<file path="src/rtl/izh_pkg.sv">
// Shared types and constants for the Izhikevich parameter sequencer.
// IZH_PARAM_CHECKSUM_EN adds an 8-bit XOR trailer to every parameter frame.
package izh_pkg;

    typedef enum logic [2:0] {
        IDLE   = 3'd0,
        SHIFT  = 3'd1,
        COMMIT = 3'd2,
        RUN    = 3'd3,
        ABORT  = 3'd4,
        CKFAIL = 3'd5
    } state_t;

    localparam logic [7:0] DEF_A = 8'h02;
    localparam logic [7:0] DEF_B = 8'h33;
    localparam logic [7:0] DEF_C = 8'hBF;
    localparam logic [7:0] DEF_D = 8'h08;

    // The trailer, when present, is one extra parameter-width word.
    function automatic int frame_bits(input int num_params, input int param_w);
`ifdef IZH_PARAM_CHECKSUM_EN
        return (num_params + 1) * param_w;
`else
        return num_params * param_w;
`endif
    endfunction

endpackage

</file>
<file path="src/rtl/izh_step_divider.sv">
// Cycle divider producing a one-cycle step strobe every STEP_DIV counting cycles.
// clear zeroes the phase; enable=0 freezes it and masks the strobe.
module izh_step_divider #(
    parameter int STEP_DIV = 4
) (
    input  logic clk,
    input  logic reset,
    input  logic enable,
    input  logic clear,
    output logic pulse
);

    localparam int DIV_W = (STEP_DIV > 2) ? $clog2(STEP_DIV) : 1;

    logic [DIV_W-1:0] div_q;
    logic             pulse_q;
    logic             wrap;

    assign wrap = (div_q == DIV_W'(STEP_DIV - 1));

    always_ff @(posedge clk) begin
        if (reset) begin
            div_q   <= '0;
            pulse_q <= 1'b0;
        end else if (enable) begin
            if (clear) begin
                div_q   <= '0;
                pulse_q <= 1'b0;
            end else begin
                pulse_q <= wrap;
                div_q   <= wrap ? '0 : div_q + 1'b1;
            end
        end
    end

    assign pulse = pulse_q & enable;

endmodule

</file>
<file path="src/rtl/izh_param_sequencer.sv">
// Serial a/b/c/d parameter loader with atomic commit and step scheduling.
// IZH_PARAM_CHECKSUM_EN: frames carry an XOR trailer; a bad trailer routes to CKFAIL.
module izh_param_sequencer
    import izh_pkg::*;
#(
    parameter int PARAM_W    = 8,
    parameter int NUM_PARAMS = 4,
    parameter int STEP_DIV   = 4
) (
    input  logic               clk,
    input  logic               reset,
    input  logic               enable,
    input  logic               load_mode,
    input  logic               serial_data,
    input  logic               input_enable,
    output logic [PARAM_W-1:0] param_a,
    output logic [PARAM_W-1:0] param_b,
    output logic [PARAM_W-1:0] param_c,
    output logic [PARAM_W-1:0] param_d,
    output logic               params_ready,
    output logic               step_pulse,
    output logic [2:0]         debug_state
);

    localparam int FRAME_BITS = frame_bits(NUM_PARAMS, PARAM_W);
    localparam int CNT_W      = $clog2(FRAME_BITS + 1);
    localparam int A_LSB      = FRAME_BITS - PARAM_W;
    localparam int B_LSB      = A_LSB - PARAM_W;
    localparam int C_LSB      = B_LSB - PARAM_W;
    localparam int D_LSB      = C_LSB - PARAM_W;

    state_t                  state_q, state_d;
    logic [FRAME_BITS-1:0]   shift_q, shift_next;
    logic [CNT_W-1:0]        count_q;
    logic [PARAM_W-1:0]      a_q, b_q, c_q, d_q;
    logic                    valid_q, ready_q, load_mode_q;
    logic                    frame_start, frame_done, check_ok, div_clear;

    assign frame_start = load_mode && !load_mode_q && (state_q == IDLE || state_q == RUN);
    assign shift_next  = {shift_q[FRAME_BITS-2:0], serial_data};
    assign frame_done  = (count_q == CNT_W'(FRAME_BITS - 1));

`ifdef IZH_PARAM_CHECKSUM_EN
    assign check_ok = ((shift_next[A_LSB +: PARAM_W] ^ shift_next[B_LSB +: PARAM_W] ^
                        shift_next[C_LSB +: PARAM_W] ^ shift_next[D_LSB +: PARAM_W])
                       == shift_next[PARAM_W-1:0]);
`else
    assign check_ok = 1'b1;
`endif

    always_comb begin
        state_d = state_q;
        case (state_q)
            IDLE: begin
                if (frame_start)                   state_d = SHIFT;
                else if (valid_q && input_enable)  state_d = RUN;
            end
            SHIFT: begin
                if (!load_mode)                    state_d = ABORT;
                else if (frame_done)               state_d = check_ok ? COMMIT : CKFAIL;
            end
            RUN: begin
                if (frame_start)                   state_d = SHIFT;
                else if (!input_enable)            state_d = IDLE;
            end
            COMMIT, ABORT, CKFAIL:                 state_d = IDLE;
            default:                               state_d = IDLE;
        endcase
    end

    always_ff @(posedge clk) begin
        if (reset) begin
            state_q     <= IDLE;
            shift_q     <= '0;
            count_q     <= '0;
            a_q         <= PARAM_W'(DEF_A);
            b_q         <= PARAM_W'(DEF_B);
            c_q         <= PARAM_W'(DEF_C);
            d_q         <= PARAM_W'(DEF_D);
            valid_q     <= 1'b0;
            ready_q     <= 1'b0;
            load_mode_q <= 1'b0;
        end else if (enable) begin
            state_q     <= state_d;
            load_mode_q <= load_mode;
            // The edge cycle itself carries the first frame bit.
            if (frame_start) begin
                shift_q <= FRAME_BITS'(serial_data);
                count_q <= CNT_W'(1);
            end else if (state_q == SHIFT && load_mode) begin
                shift_q <= shift_next;
                count_q <= count_q + 1'b1;
            end else if (state_q == COMMIT || state_q == ABORT || state_q == CKFAIL) begin
                shift_q <= '0;
                count_q <= '0;
            end
            if (state_q == COMMIT) begin
                a_q     <= shift_q[A_LSB +: PARAM_W];
                b_q     <= shift_q[B_LSB +: PARAM_W];
                c_q     <= shift_q[C_LSB +: PARAM_W];
                d_q     <= shift_q[D_LSB +: PARAM_W];
                valid_q <= 1'b1;
            end
            ready_q <= (state_d == SHIFT || state_d == COMMIT) ? 1'b0
                                                               : (valid_q || state_q == COMMIT);
        end
    end

    // Leaving RUN, or a pending frame start, zeroes the phase so the next RUN entry starts fresh.
    assign div_clear = !(state_q == RUN && state_d == RUN);

    izh_step_divider #(
        .STEP_DIV(STEP_DIV)
    ) u_step_divider (
        .clk   (clk),
        .reset (reset),
        .enable(enable),
        .clear (div_clear),
        .pulse (step_pulse)
    );

    assign param_a      = a_q;
    assign param_b      = b_q;
    assign param_c      = c_q;
    assign param_d      = d_q;
    assign params_ready = ready_q;
    assign debug_state  = state_q;

endmodule

</file>
<file path="config.mk">
export PLATFORM = sky130hd
export DESIGN_NAME = izh_param_sequencer
export DESIGN_NICKNAME = d
export VERILOG_FILES = /design/src/rtl/izh_pkg.sv /design/src/rtl/izh_step_divider.sv /design/src/rtl/izh_param_sequencer.sv
export SDC_FILE = /design/constraint.sdc
export NUM_CORES = 1
export LEC_CHECK = 0
export ABC_CLOCK_PERIOD_IN_PS = 4100
export CAP_MARGIN = 5
export CELL_PAD_IN_SITES_DETAIL_PLACEMENT = 0
export CELL_PAD_IN_SITES_GLOBAL_PLACEMENT = 2
export CORE_MARGIN = 5
export CORE_UTILIZATION = 25
export CTS_BUF_LIST = sky130_fd_sc_hd__clkbuf_8
export CTS_CLUSTER_DIAMETER = 200
export DETAILED_ROUTE_END_ITERATION = 8
export GPL_ROUTABILITY_DRIVEN = 0
export MAX_ROUTING_LAYER = met4
export PLACE_DENSITY_LB_ADDON = 0.1
export SETUP_SLACK_MARGIN = 0.1
export SLEW_MARGIN = 20
export SYNTH_ARGS = -nofsm -noshare
export SYNTH_HDL_FRONTEND = slang
export SYNTH_SLANG_ARGS = --single-unit
export TNS_END_PERCENT = 50
</file>
<file path="constraint.sdc">
create_clock -name clk -period 4.1 [get_ports clk]
set_input_delay 0.615 -clock clk [delete_from_list [all_inputs] [get_ports clk]]
set_output_delay 0.615 -clock clk [all_outputs]
set_load 0.01 [all_outputs]
</file>
==> results of run 1 <==
==> registers in the layout (all words and copies together) (netlist names) <==
signal	cells
load_mode_q	1
params_ready	1
valid_q	1
count_q	6
param_a	8
param_c	8
param_d	8
shift_q	32
param_b	8
u_step_divider.pulse_q	1
debug_state	3
u_step_divider.div_q	2
==> layout make-up <==
class / count / area, µm²
fillers: 1422 / 9130
flip-flops and latches: 79 / 1580
multi-input cells: 273 / 1570
repair buffers: 49 / 468
well taps: 176 / 220
clock buffers: 12 / 165
clock inverters: 4 / 51.3
inverters: 3 / 11.3
==> tightest hold or removal path: cells and delay by family (launching register included) <==
kind             cells  cell delay, ps
flip-flops           1             310
AND/OR/NAND/NOR      1              50
AO/OA/AOI/OAI        1              50
==> logic make-up after synthesis <==
| logic type | after synthesis | synth area share [%] |
|---|---|---|
| AO/OA/AOI/OAI | 111 | 21.1 |
| adder cells (fa/ha/maj) | 2 | 0.744 |
| buffers and inverters | 42 | 6.48 |
| flip-flops | 79 | 47.1 |
| multiplexers | 1 | 0.298 |
| AND/OR/NAND/NOR | 159 | 24.3 |
==> final timing paths <==
path / start / cells after the start / endpoint
worst max-delay path: enable / 4 / step_pulse
worst min-delay path: param_d[5] / 2 / param_d[5]
worst max register to register: debug_state[0] / 5 / shift_q[2]
worst min register to register: param_d[5] / 2 / param_d[5]
==> cells in the mapped netlist, types with 3 or more instances <==
master,number,area share (%)
nand2_1,68,7.6
inv_1,3,0.34
nand3b_1,14,3.1
clkbuf_1,15,1.7
nor2_1,9,1.0
dfxtp_1,79,47
a22oi_1,3,0.67
a21oi_1,60,8.9
nand3_1,37,5.5
o21ai_0,3,0.45
o211ai_1,32,7.1
nor2b_1,6,1.1
nand2b_1,7,1.3
buf_4,7,1.6
buf_2,14,2.1
==> through the flow <==
stage / cell area [µm²] / setup slack (ps) / cells / total power (µW)
global route: 4070 / 1140 / 596 / 1620
global placement: 3850 / 1160 / 580 / 928
finish: 4070 / 1220 / 596 / 1540
CTS: 4070 / 1190 / 596 / 1580
detailed placement: 3850 / 1140 / 580 / 927
floorplan: 3360 / 2220 / 394 / 887
==> routing by layer <==
metal | share of wire, % | vias to the layer above
met2 | 46 | 41
met3 | 3.1 | 2
met1 | 51 | 1342
met5 | 0 | -
li1 | - | 1436
met4 | 0.51 | 0
==> where the power goes <==
part,leakage [µW],internal [µW],switching [µW]
logic,0.000567,40.6,78.4
registers,0.000638,776,9.99
clock network,0.000109,333,303
total,0.00131,1150,391
==> results.cfg, run 1 <==
[die]
fp.dieArea_um2 = 15900
pin_count = 43
core_area_um2 = 13200
start_util_pct = 25.5
die_w_um = 126
die_h_um = 126
num_rows = 42

[power_and_ir_drop]
p_leak_uw = 0.00131
p_per_area_nw_per_um2 = 379
ir_worst_vdd_v = 0.000265

[sta]
final.setup_skew_ps = 9.11
fin_tns_setup_ps = 0
fin_crit_sh_pct = 70.2
max_freq_mhz = 347
final_hold_viol_count = 0
tightestPinTransition_ps = 996
rsz0062_at_grt = no
finalCriticalPeriod_ps = 2880
final-setup-viol-count = 0
maxSlewViolCount = 0
slew_headroom_pct = 33.6
whs_ps = 454

[clocking]
cts_resized = 0
cts.sinks = 79
cts_tree = built
hold_buffers = 0
cts_root_buf = clkbuf_8
clk_latency_ps = 360
htree_num_levels = 3
clkTransAtPathRegs_ps = 80
cts_setup_buffers = 0
cts_buffers = 9
clockBufferDepth = 2

[cells_and_area]
drive_above_1_share_pct = 8.81
area_growth_pct = 21.0
final_common_cell = dfxtp_1
nets = 423
final_cell_mix = dfxtp_1 (79), nand2_1 (68), a21oi_1 (60)
final_core_util_pct = 30.8
n_antenna_cell = 0

[logic_synthesis]
syn_area_um2 = 3360
ys_warn_count = 0
synth_nets = 402
synth_seq_area_share_pct = 47.1
synth_cells = 394
syn_avg_cell_area_um2 = 8.53
ys_seq_elements = 79
synth_flop_cell = dfxtp_1
async_reset_ff_share_pct = 0
synth_cell_type_count = 46
synth_edf_count = 0

[global_routing]
use_met2_pct = 18.9
grt_pass1_vias = 2888
grt_max_degree = 81
track_usage_pct = 12.3
grt_pass1_wl_um = 15300
busiest_layer = met2
grtUsageMet3_pct = 4.02
grt_util_met1_pct = 15.7
grt.overflow.total = 0
antenna_found_initial = 0

[worst_setup_path]
crit_required_ps = 3480
r2r_slack_ps = 1750
worstSetupEndpointType = output pin
path_cells = clkdlybuf4s50_1 -> buf_4 -> and2_1 -> clkdlybuf4s50_1
cp-start-kind = input pin
max_stage_delay_ps = 700
criticalPathCategory = input pin to output pin
critPathTopFamily = buffers and inverters
critPathMaxFanout = 10
cp.arrival_ps = 2260
cpMaxStageDelayCell = clkdlybuf4s50_1
path_common_cell = clkdlybuf4s50_1
path_buf_inv = 3

[routing]
firstDrtPassIters = 4
drc = 0
first_iter_violations = 158
viasPerCell = 4.73
postRouteAntennaNets = 0
drt-total-wl_um = 9160
wl_per_cell_um = 15.4
vias = 2821

[outcome]
outcome = finished clean

[placement]
place_hpwl_um = 5280
portBuffers = 42

[run]
max_cap_viol_count = 0

[worst_hold_path]
worst_hold_path_type = flip-flop to flip-flop
Power figures use the tool's default switching activity.
==> inputs of run 2 (changes only) <==
--- a/config.mk
+++ b/config.mk
@@ -5,7 +5,7 @@
 export SDC_FILE = /design/constraint.sdc
 export NUM_CORES = 1
 export LEC_CHECK = 0
-export ABC_CLOCK_PERIOD_IN_PS = 4100
+export ABC_CLOCK_PERIOD_IN_PS = 2600
 export CAP_MARGIN = 5
 export CELL_PAD_IN_SITES_DETAIL_PLACEMENT = 0
 export CELL_PAD_IN_SITES_GLOBAL_PLACEMENT = 2
==> constraint.sdc (replaced) <==
create_clock -name clk -period 2.6 [get_ports clk]
set_input_delay 0.39 -clock clk [delete_from_list [all_inputs] [get_ports clk]]
set_output_delay 0.39 -clock clk [all_outputs]
set_load 0.01 [all_outputs]
==> run 2 against run 1 <==
  * Cell area up 2.8%
  * Power grew 53%
  * Register-to-register slack got worse by 990 ps
  * Worst hold slack got worse by 81 ps
  * Sequential power increased by 56%
  * Non-clock buffer count up 12
  * Sequential share of layout area down 1.0 points
  * Critical path depth shrank 3
==> results.cfg, run 2 (same netlist as run 1, synthesis figures left out) <==
[outcome]
outcome = finished clean

[die]
start_util_pct = 25.5
pin_count = 43
die_w_um = 126
num_rows = 42
core_area_um2 = 13200
die_h_um = 126
fp.dieArea_um2 = 15900

[worst_setup_path]
crit_required_ps = 2210
max_stage_delay_ps = 630
reg2regPathDepth = 5
cp.arrival_ps = 1630
path_depth = 1
cpMaxStageDelayCell = dfxtp_1
worstSetupEndpointType = output pin
criticalPathCategory = flip-flop to output pin
cp-start-kind = flip-flop
critPathMaxFanout = 15
path_cells = clkdlybuf4s50_1
path_buf_inv = 1
critPathTopFamily = flip-flops

[cells_and_area]
n_antenna_cell = 0
fill_cells = 1378
final_cell_mix = dfxtp_1 (79), nand2_1 (68), a21oi_1 (60)
regMostFlops = shift_q
drive_above_1_share_pct = 11.1
nets = 435
area_growth_pct = 24.3
final_core_util_pct = 31.7
final_common_cell = dfxtp_1
final_cells = 608
largest_reg_flops = 32

[sta]
slew_headroom_pct = 57.4
finalCriticalPeriod_ps = 2020
final_hold_viol_count = 0
tightestPinTransition_ps = 638
maxSlewViolCount = 0
final.setup_skew_ps = 11.9
whs_ps = 374
rsz0062_at_grt = no
fin_tns_setup_ps = 0
max_freq_mhz = 494
final-setup-viol-count = 0
fin_crit_sh_pct = 77.8

[clocking]
clk_latency_ps = 360
cts_buffers = 9
hold_buffers = 0
cts_tree = built
cts_setup_buffers = 0
clkTransAtPathRegs_ps = 80
cts_resized = 0
htree_num_levels = 3
clockBufferDepth = 2
cts_root_buf = clkbuf_8
cts.sinks = 79

[routing]
firstDrtPassIters = 4
first_iter_violations = 199
drc = 0
viasPerCell = 4.72
drt-total-wl_um = 9130
postRouteAntennaNets = 0
vias = 2871
wl_per_cell_um = 15.0

[placement]
dpl.cell_count = 592
portBuffers = 42
place_hpwl_um = 5710

[global_routing]
grt_util_met1_pct = 16.4
grt_pass1_vias = 2800
busiest_layer = met2
track_usage_pct = 12.2
grt_pass1_wl_um = 15200
grtUsageMet3_pct = 3.68
use_met2_pct = 17.8
grt_max_degree = 47
grt.overflow.total = 0
antenna_found_initial = 0

[run]
max_cap_viol_count = 0

[power_and_ir_drop]
switching_power_uw = 619
p_seq_share_pct = 52.2
p_int_uw = 1740
combPwrFrac_pct = 9.2
switching_share_pct = 26.2
p_per_area_nw_per_um2 = 565
clock_power_share_pct = 38.6
ir_worst_vdd_v = 0.000227
p_leak_uw = 0.00138

[worst_hold_path]
min_path_cells = 3
worst_hold_path_type = input pin to flip-flop
[run 2: changes by cell type in the layout (fill, tap and decap cells not counted), sizes merged]
cell / delta
clkbuf: -3
buf: +12
clkinv: +3
[run 2: final timing paths]
check                           slack (ps)      startpoint             end
worst min-delay path                   370           reset      count_q[3]
worst max register to register         760  debug_state[2]      count_q[3]
worst min register to register         460      param_a[7]      param_a[7]
worst max-delay path                   580  debug_state[2]  debug_state[2]
[run 2: worst reg2reg max path: cells and delay by family (launching register included)]
kind	cells	cell delay, ps
simple gates	1	430
buf+inv	1	200
flops	1	630
compound gates	3	470
[run 2: layer usage]
metal / share of wire (%) / wire [µm]
met1: 51 / 4680
met2: 44 / 4050
met3: 3.0 / 278
met4: 1.3 / 118
met5: 0 / 0
[run 2: per-stage QoR]
| step | area, µm² | setup WS, ps | power [µW] |
|---|---|---|---|
| 2_1_floorplan | 3360 | 1040 | 1400 |
| 3_3_place_gp | 3990 | 383 | 1490 |
| 3_5_place_dp | 3990 | 330 | 1480 |
| 4_1_cts | 4180 | 534 | 2420 |
| 5_1_grt | 4180 | 429 | 2500 |
| 6_report | 4180 | 577 | 2360 |
[run 2: area by class of cell]
| class | instances | area (µm²) | share of cell area (%) |
|---|---|---|---|
| Tap cell | 176 | 220 | 5.27 |
| Timing Repair Buffer | 61 | 608 | 14.6 |
| Clock buffer | 9 | 124 | 2.96 |
| Inverter | 3 | 11.3 | 0.270 |
| Clock inverter | 7 | 65.1 | 1.56 |
| Sequential cell | 79 | 1580 | 37.9 |
| Multi-Input combinational cell | 273 | 1570 | 37.5 |
[run 2: power groups by stage]
stage	clock [µW]	sequential (µW)	combinational (µW)
after floorplan	0	1270	133
after global placement	0	1260	223
after detailed placement	0	1260	221
after CTS	965	1230	222
after global routing	1020	1240	240
final	911	1230	218
==> inputs of run 3 (changes only) <==
--- a/config.mk
+++ b/config.mk
@@ -5,7 +5,7 @@
 export SDC_FILE = /design/constraint.sdc
 export NUM_CORES = 1
 export LEC_CHECK = 0
-export ABC_CLOCK_PERIOD_IN_PS = 2600
+export ABC_CLOCK_PERIOD_IN_PS = 1700
 export CAP_MARGIN = 5
 export CELL_PAD_IN_SITES_DETAIL_PLACEMENT = 0
 export CELL_PAD_IN_SITES_GLOBAL_PLACEMENT = 2
==> constraint.sdc (replaced) <==
create_clock -name clk -period 1.7 [get_ports clk]
set_input_delay 0.255 -clock clk [delete_from_list [all_inputs] [get_ports clk]]
set_output_delay 0.255 -clock clk [all_outputs]
set_load 0.01 [all_outputs]
==> run 3 against run 2 <==
  * Final cell count up 2.6%
  * Global-route usage up 0.13 points
  * Die area unchanged
  * Clock-buffer cell count up 1
  * Sequential share of layout area down 1.8 points
  * Largest cell class is now multi-input combinational cells
==> results.cfg, run 3 (same netlist as run 1, synthesis figures left out) <==
[clocking]
cts_buffers = 9
cts_tree = built
clk_latency_ps = 370
htree_num_levels = 3
clockBufferDepth = 2
cts.sinks = 79
hold_buffers = 0
clkTransAtPathRegs_ps = 90
cts_root_buf = clkbuf_8

[worst_setup_path]
path_common_cell = buf_4
critPathMaxFanout = 4
reg2reg_to = u_step_divider.div_q[0]
reg2regPathDepth = 6
r2r-start = load_mode_q
worstSetupEndpointType = flip-flop
cp.arrival_ps = 1840
max_stage_delay_ps = 380
cpMaxStageDelayCell = dfxtp_1
crit_required_ps = 2000
cp-start-kind = flip-flop
criticalPathCategory = flip-flop to flip-flop
path_cells = and2b_1 -> buf_4 -> nor4_1 -> buf_4 -> a21oi_1 -> nor2_1
r2r_slack_ps = 160

[sta]
final.setup_skew_ps = 9.86
final_hold_viol_count = 0
slew_headroom_pct = 75.3
fin_tns_setup_ps = 0
tightestPinTransition_ps = 371
fin_ws_ps = 161
whs_ps = 322
max_freq_mhz = 650
fin_crit_sh_pct = 90.5
maxSlewViolCount = 0
finalCriticalPeriod_ps = 1540
rsz0062_at_grt = yes
final-setup-viol-count = 0

[worst_hold_path]
whs_endpoint = count_q[4]
worst_hold_path_type = input pin to flip-flop
min_from = reset
min_path_cells = 4

[routing]
firstDrtPassIters = 4
wl_per_cell_um = 15.2
drc = 0
drt-total-wl_um = 9480
postRouteAntennaNets = 0
vias = 2932
first_iter_violations = 199
viasPerCell = 4.70

[placement]
placed_area_um2 = 4110
portBuffers = 42
place_hpwl_um = 5800
dp_slack_ps = -222

[cells_and_area]
final_common_cell = dfxtp_1
drive_above_1_share_pct = 17.0
n_antenna_cell = 0
regMostFlops = shift_q
nets = 451
area_growth_pct = 31.2
final_core_util_pct = 33.4
final_cell_mix = dfxtp_1 (76), nand2_1 (68), a21oi_1 (59)
fill_cells = 1432
final_cell_area_um2 = 4410
largest_reg_flops = 32

[power_and_ir_drop]
clock_power_share_pct = 39.4
switching_share_pct = 26.4
p_seq_share_pct = 50.3
p_leak_uw = 0.00150
combPwrFrac_pct = 10.3
ir_worst_vdd_v = 0.000553
p_per_area_nw_per_um2 = 853
p_int_uw = 2770
switching_power_uw = 994

[die]
num_rows = 42
start_util_pct = 25.5
die_w_um = 126
die_h_um = 126
pin_count = 43
fp.dieArea_um2 = 15900
core_area_um2 = 13200

[global_routing]
antenna_found_initial = 0
grt_pass1_vias = 3016
grt_pass1_wl_um = 15500
grt.overflow.total = 0
track_usage_pct = 12.3
grt_max_degree = 81

[outcome]
outcome = finished clean

[run]
max_cap_viol_count = 0
## run 3: cell types whose count changed in the layout (fill, tap and decap cells not counted), sizes merged, moves of 2 or more
| cell | change |
|---|---|
| dlygate4sd2 | +4 |
| clkbuf | +2 |
| clkinvlp | +2 |
| clkinv | -3 |
| clkdlybuf4s50 | -5 |
| buf | +15 |
## run 3: layer usage
layer	wire length (µm)	vias up	global-route usage [%]
met1	4840	1400	15.9
met2	4220	39	18.6
met5	0	-	-
li1	-	1486	-
met3	323	7	3.94
met4	98	0	3.60
## run 3: cell type report
| class | count | area [µm²] | share of cell area, % |
|---|---|---|---|
| Multi-Input combinational cell | 273 | 1620 | 36.7 |
| Clock inverter | 6 | 68.8 | 1.56 |
| Tap cell | 176 | 220 | 5.00 |
| Inverter | 3 | 11.3 | 0.255 |
| Clock buffer | 10 | 138 | 3.12 |
| Sequential cell | 79 | 1590 | 36.1 |
| Timing Repair Buffer | 77 | 763 | 17.3 |
## run 3: critical path, delay by kind of cell (launching register included)
kind | cells | cell delay (ps)
flops | 1 | 380
simple gates | 3 | 680
buf+inv | 2 | 360
compound gates | 1 | 60
## run 3: what timing repair did
action | CTS | global route
resized for setup | 9 | 15
gates cloned | 0 | 1
endpoints found under the setup margin | 42 | 43
buffers inserted | 1 | 0
pin swaps | 0 | 5
## run 3: worst max path at each step
stage | slack (ps) | from | end
3_5_place_dp | -220 | enable | count_q[3]
4_1_cts | 50 | debug_state[1] | count_q[5]
6_report | 160 | load_mode_q | u_step_divider.div_q[0]
5_1_grt | 90 | load_mode_q | u_step_divider.pulse_q
3_3_place_gp | -180 | enable | count_q[3]
2_1_floorplan | 140 | debug_state[0] | shift_q[11]
## run 3: metrics by stage
| step | cells | power [µW] |
|---|---|---|
| 2_1_floorplan | 394 | 2140 |
| 3_3_place_gp | 607 | 2300 |
| 5_1_grt | 624 | 3960 |
| 6_report | 624 | 3760 |
| 3_5_place_dp | 607 | 2300 |
| 4_1_cts | 624 | 3820 |
## run 3: power by group through the flow
stage               logic [µW]  clock network (µW)  registers [µW]
floorplan                  204                   0            1940
global route               422                1640            1900
detailed placement         365                   0            1930
finish                     387                1480            1890
global placement           367                   0            1930
CTS                        368                1570            1890
==> RTL change 1: new RTL, flow settings as in run 1 <==
Set the parameter `NUM_PARAMS` to 8 (it was 4).
--- a/src/rtl/izh_param_sequencer.sv
+++ b/src/rtl/izh_param_sequencer.sv
@@ -4,7 +4,7 @@
     import izh_pkg::*;
 #(
     parameter int PARAM_W    = 8,
-    parameter int NUM_PARAMS = 4,
+    parameter int NUM_PARAMS = 8,
     parameter int STEP_DIV   = 4
 ) (
     input  logic               clk,
Behaviour: no difference found for any inputs over 10 cycles, from zero or initial values and one cycle with reset high; that may be too few to reach the edited logic, so the function may still have changed.
==> RTL change 1 against run 1 <==
Clock skew is 0.00075 ns lower; utilization is 0.96 points lower; total power increased by 32%; setup slack improved by 0.13 ns; synthesized area grew 47%; sequential cell count up 33; cell area increased by 43%; sequential power up 41%; clock power rose by 18%; global-route usage down 1.7 points; wire length increased by 21%; maximum frequency is 4.6% higher; critical path type unchanged; critical endpoint unchanged.
==> RTL change 1: results (changes against run 1) <==
Parameter                              Value

CTS
  Clk slew on worst S/H paths    0.11 ns (+0.03 ns)
  TritonCTS buffer count    9 (unchanged)
  Clock latency of the later-clocked register in the worst-skew pair    0.38 ns (+0.02 ns)
  Maximum clock insertion buffer count    2 (unchanged)
  Root buffer selected by CTS    sky130_fd_sc_hd__clkbuf_8
  Count of instances resized after the clock tree is built    0 (unchanged)

Synthesis
  Share of the synthesized area in compound gates (AO/OA/AOI/OAI)    5.872% (-15 points)
  Distinct cell type count after synthesis    46 (unchanged)
  Post-Synth XOR/XNOR Area    0% (unchanged)
  Synth cell count leaders    112 x sky130_fd_sc_hd__dfxtp_1, 102 x sky130_fd_sc_hd__nand2_1, 45 x sky130_fd_sc_hd__nand2b_1
  Cell types occupying the most area after synthesis    sky130_fd_sc_hd__dfxtp_1 45%, sky130_fd_sc_hd__mux2_4 9.1%, sky130_fd_sc_hd__nand2_1 7.7%
  Post-synth ARST share    0% (unchanged)
  Most used flip-flop cell after synthesis    sky130_fd_sc_hd__dfxtp_1
  Synth Area in Adders    0.5062% (-0.24 points)
  Sequential area share after synthesis    45.36% (-1.7 points)
  Fraction of synthesized area in multiplexers    16.63% (+16 points)

Timing
  Worst-case headroom to the max-slew limit    44.56% (+11 points)
  Post-route clock skew    0.008369 ns (-0.0007453 ns)

Placed design
  Cell area reported after detailed placement    5589 um2 (+45%)
  Port buffer count    42 (unchanged)
  Hpwl dp    6.755 mm (+28%)

GRT
  Initial antenna violation count    0 (unchanged)
  Combined global-route utilization of all metal layers    10.56% (-1.7 points)
  Pin count of the biggest net entering global routing    87 (+7.4%)
  First-pass GRT wire length    18.49 mm (+21%)
  Via count of the first global-routing pass    3553 (+23%)

Finish
  NumNets Final    559 (+32%)
  Fraction of layout cells with a size suffix above 1    12.59% (+3.8 points)
  Flip-flop count of the largest register, all copies and words added    64 (+100%)
  Most flops, register    shift_q
  Antenna diode count    0 (unchanged)

Routing
  Routed metal-1 wire length    5.618 mm (+21%)
  Wire length on met2    5.068 mm (+22%)
  Number of DRC markers after the initial detailed-route iteration    118 (-25%)
  Routed wire length on met3    270 um (-5.6%)
  Vias    3467 (+23%)
  Final wirelength    11.12 mm (+21%)

Worst setup path
  Maximum fanout along the worst path    13 (+3)
  Number of cells on the worst reg-to-reg path    5 (unchanged)
  Register-to-register setup slack    1.77 ns (+0.02 ns)
  Signal arrival time at the worst endpoint    2.14 ns (-0.12 ns)
  Startpoint of the most critical register-to-register path    debug_state[1]
  Crit-path slowest cell    sky130_fd_sc_hd__clkdlybuf4s50_1
  CP max stage delay    0.79 ns (+0.09 ns)
  Kind of cell with the highest combined delay on the critical path    buffers and inverters

Hold path
  WHS Path Cells    2 (unchanged)
  Worst Hold Class    reg2reg
  Worst min-delay path startpoint    shift_q[38]

Pwr
  Sw power    0.5036 mW (+29%)
  Worst voltage drop across the vdd grid    0.1843 mV (-30%)
  Leakage component of the power    2.021 nW (+54%)

Run status
  Run status    complete, no violations
[RTL change 1: changes by cell type after synthesis, moves of 33 or more]
cell / change
sky130_fd_sc_hd__dfxtp_1: +33
sky130_fd_sc_hd__nand2b_1: +38
sky130_fd_sc_hd__a21oi_1: -35
sky130_fd_sc_hd__mux2i_1: +35
sky130_fd_sc_hd__nand2_1: +34
sky130_fd_sc_hd__nor2_1: +34
[RTL change 1: metrics by stage]
stage               total power [mW]  hold slack, ns  utilization (%)  instances  worst slack, ns
global route                   2.132          0.4778            29.86        821            1.237
CTS                            2.088          0.4524            29.86        821            1.285
floorplan                      1.265          0.4273                -        526            2.125
global placement               1.316          0.4444            28.72        805            1.298
finish                         2.036          0.4477            29.86        821            1.347
detailed placement             1.317          0.4453            28.72        805            1.255
[RTL change 1: kinds of logic after synthesis]
logic type / Yosys count
multiplexers: 67
AO/OA/AOI/OAI: 45
buffers and inverters: 39
flip-flops: 112
AND/OR/NAND/NOR: 261
adder cells (fa/ha/maj): 2
[RTL change 1: area by class of cell]
type	instances	area [um2]
fill	2059	13650
inverter	1	3.754
clock inverter	6	83.83
clock buffer	10	137.6
timing repair buffer	52	505.5
tap	265	331.6
sequential	112	2242
multi-input combinational	375	2506
[RTL change 1: power groups by stage]
stage                     Sequential (mW)  Clock (mW)  Combinational [mW]
after floorplan                      1.13           0               0.133
after detailed placement             1.13           0               0.182
after global placement               1.13           0               0.181
final                                1.11       0.750               0.176
after global routing                 1.11       0.828               0.192
after CTS                            1.11       0.795               0.183
[RTL change 1: path summary, 6_finish.rpt]
path                       to
setup / recovery   step_pulse
hold / removal     param_d[6]
setup reg to reg  shift_q[36]
hold reg to reg    param_d[6]
[RTL change 1: tightest hold or removal path: stages (launching register included)]
cell and delay, ns:
sky130_fd_sc_hd__dfxtp_1 0.32, sky130_fd_sc_hd__nand2_1 0.05, sky130_fd_sc_hd__a21oi_1 0.05
[RTL change 1: layer usage]
layer	track usage, %	vias up
li1	-	1787
met1	13.39	1642
met2	16.62	29
met3	1.957	9
met4	4.352	0
met5	-	-
==> RTL change 2: new RTL, config.mk and constraints of run 1 <==
Made on the original files. Make the reset (`reset`) asynchronous in 2 clocked blocks.
--- a/src/rtl/izh_step_divider.sv
+++ b/src/rtl/izh_step_divider.sv
@@ -18,7 +18,7 @@
 
     assign wrap = (div_q == DIV_W'(STEP_DIV - 1));
 
-    always_ff @(posedge clk) begin
+    always_ff @(posedge clk or posedge reset) begin
         if (reset) begin
             div_q   <= '0;
             pulse_q <= 1'b0;
--- a/src/rtl/izh_param_sequencer.sv
+++ b/src/rtl/izh_param_sequencer.sv
@@ -68,7 +68,7 @@
         endcase
     end
 
-    always_ff @(posedge clk) begin
+    always_ff @(posedge clk or posedge reset) begin
         if (reset) begin
             state_q     <= IDLE;
             shift_q     <= '0;
Check against the original RTL: differs if reset is asserted again (counterexample within 4 cycles, from zero or initial values and one cycle with reset high); with reset held inactive, the same outputs for 10 cycles.
==> RTL change 2 against run 1 <==
Final cell count decreased by 11%; non-clock buffer count did not move; cell area up 7.4%; synthesized area up 5.9%; wire length down 21%; sequential cell count did not move; register-to-register slack better by 0.26 ns; setup slack improved by 0.17 ns; die area increased by 5.4%; critical endpoint unchanged; largest cell class unchanged.
Power is not compared: it rests on default switching activity, and its combinational part moved more than twofold at a synthesized area within 25%.
==> RTL change 2: results (changes against run 1) <==
Parameter                              Value

GRT
  Via count of the first global-routing pass    2308 (-20%)
  Initial antenna violation count    0 (unchanged)
  Combined global-route utilization of all metal layers    9.795% (-2.5 points)
  Pin count of the biggest net entering global routing    30 (-63%)
  First-pass GRT wire length    12.18 mm (-20%)

Synthesis
  Cell types occupying the most area after synthesis    sky130_fd_sc_hd__dfrtp_1 46%, sky130_fd_sc_hd__dfstp_2 9.6%, sky130_fd_sc_hd__mux2i_1 9.0%
  Sequential area share after synthesis    56.01% (+9.0 points)
  Distinct cell type count after synthesis    44 (-4.3%)
  Nets in the synthesized netlist    309 (-23%)
  Average cell area after synthesis    11.82 um2 (+39%)
  Post-synth ARST share    100.0% (+100 points)
  Number of enable-type register cells in the synthesized netlist    0 (unchanged)
  Synth cell count leaders    66 x sky130_fd_sc_hd__dfrtp_1, 40 x sky130_fd_sc_hd__nand2_1, 39 x sky130_fd_sc_hd__inv_1
  Number of warnings reported in the yosys synthesis log    0 (unchanged)

Worst setup path
  Crit-path slowest cell    sky130_fd_sc_hd__clkdlybuf4s50_1
  Startpoint of the most critical register-to-register path    debug_state[1]
  Number of cells on the worst reg-to-reg path    5 (unchanged)
  Register-to-register setup slack    2.01 ns (+0.26 ns)
  CP Launch Point    enable
  End of the critical path    step_pulse
  Signal arrival time at the worst endpoint    2.10 ns (-0.16 ns)
  Endpoint of the worst register-to-register path    count_q[3]
  Maximum fanout along the worst path    11 (+1)
  CP max stage delay    0.75 ns (+0.05 ns)
  Kind of cell with the highest combined delay on the critical path    buffers and inverters

Pwr
  Worst voltage drop across the vdd grid    0.1765 mV
  Leakage component of the power    1.850 nW

Finish
  Fraction of layout cells with a size suffix above 1    20.57% (+12 points)
  Antenna diode count    0 (unchanged)
  NumNets Final    353 (-17%)
  Flip-flop count of the largest register, all copies and words added    32 (unchanged)
  Most flops, register    shift_q

Routing
  Wire length on met2    3.293 mm (-21%)
  Detail-routed net length per standard cell    13.68 um (-11%)
  Routed metal-1 wire length    3.515 mm (-24%)
  Final wirelength    7.249 mm (-21%)
  1st-pass router iterations    4 (unchanged)
  Vias    2197 (-22%)
  Highest layer used for signal routing    met4
  Routed wire length on met3    328 um (+15%)
  Number of DRC markers after the initial detailed-route iteration    62 (-61%)

Hold path
  Worst Hold Class    reg2reg

Placed design
  Port buffer count    42 (unchanged)
  Number of placed cells counting well taps    514 (-11%)
  Hpwl dp    4.816 mm (-8.8%)

CTS
  Clk slew on worst S/H paths    0.09 ns
  H-tree levels    3 (unchanged)
  TritonCTS buffer count    9 (unchanged)
  Post-CTS setup buffer count    0 (unchanged)
  Count of instances resized after the clock tree is built    0 (unchanged)
  Root buffer selected by CTS    sky130_fd_sc_hd__clkbuf_8
  Maximum clock insertion buffer count    2 (unchanged)
  Clock latency of the later-clocked register in the worst-skew pair    0.36 ns (about the same)

Run status
  Run status    complete, no violations

Timing
  Transition time at the pin with the least slew margin    0.6054 ns (-0.3905 ns)
  Post-route clock skew    0.01032 ns (+0.001209 ns)
  Total count of hold-check failures in the final report    0 (unchanged)
[RTL change 2: changes by cell type in the layout (fill, tap and decap cells not counted), moves of 25 or more]
cell,run 1,this run
sky130_fd_sc_hd__dfxtp_1,79,0
sky130_fd_sc_hd__dfrtp_1,0,66
sky130_fd_sc_hd__a21oi_1,60,4
sky130_fd_sc_hd__inv_1,3,38
sky130_fd_sc_hd__nand3_1,37,4
sky130_fd_sc_hd__o211ai_1,32,0
sky130_fd_sc_hd__mux2i_1,1,32
sky130_fd_sc_hd__nand2_1,68,40
sky130_fd_sc_hd__mux2_2,0,25
[RTL change 2: layout make-up]
type	count	area (um2)
Clock buffer	11	151.4
Clock inverter	5	78.83
Fill cell	1425	9567
Inverter	39	147.6
Multi-Input combinational cell	167	1286
Sequential cell	79	1993
Tap cell	180	225.2
Timing Repair Buffer	49	485.5
[RTL change 2: cells by family after synthesis]
kind of cell	Yosys count	synth area share, %
DFF	79	56.01
and+or+nand+nor	71	10.27
muxes	65	19.44
buffers and inverters	55	7.982
AOI/OAI and AO/OA	28	5.345
adders and majority gates	2	0.7031
xor gates and xnor gates	1	0.2462
[RTL change 2: per-layer routing]
metal	track usage (%)	up-vias
met5	-	-
met4	3.150	0
met3	3.833	9
met2	14.33	36
met1	12.46	1067
li1	-	1085
[RTL change 2: power breakdown]
group	internal, mW	switching (mW)
sequential	0.814	0.0422
clock	0.376	0.294
combinational	0.135	0.147
[RTL change 2: through the flow]
| stage | worst slack, ns | hold WS (ns) | instance area, um2 | utilization (%) |
|---|---|---|---|---|
| floorplan | 1.483 | 0.4663 | 3558 | - |
| global placement | 1.321 | 0.4753 | 4138 | 29.69 |
| detailed placement | 1.275 | 0.4765 | 4138 | 29.69 |
| CTS | 1.375 | 0.4997 | 4368 | 31.35 |
| global route | 1.322 | 0.5156 | 4368 | 31.35 |
| finish | 1.390 | 0.4924 | 4368 | 31.35 |
[RTL change 2: how the worst min path moves through the flow]
stage | from | to | slack [ns] | cells past startpoint
after floorplan | valid_q | valid_q | 0.47 | 1
after global placement | param_d[0] | param_d[0] | 0.48 | 1
after detailed placement | param_d[6] | param_d[6] | 0.48 | 1
after CTS | param_d[4] | param_d[4] | 0.50 | 1
after global routing | param_d[1] | param_d[1] | 0.52 | 1
final | param_d[4] | param_d[4] | 0.49 | 1
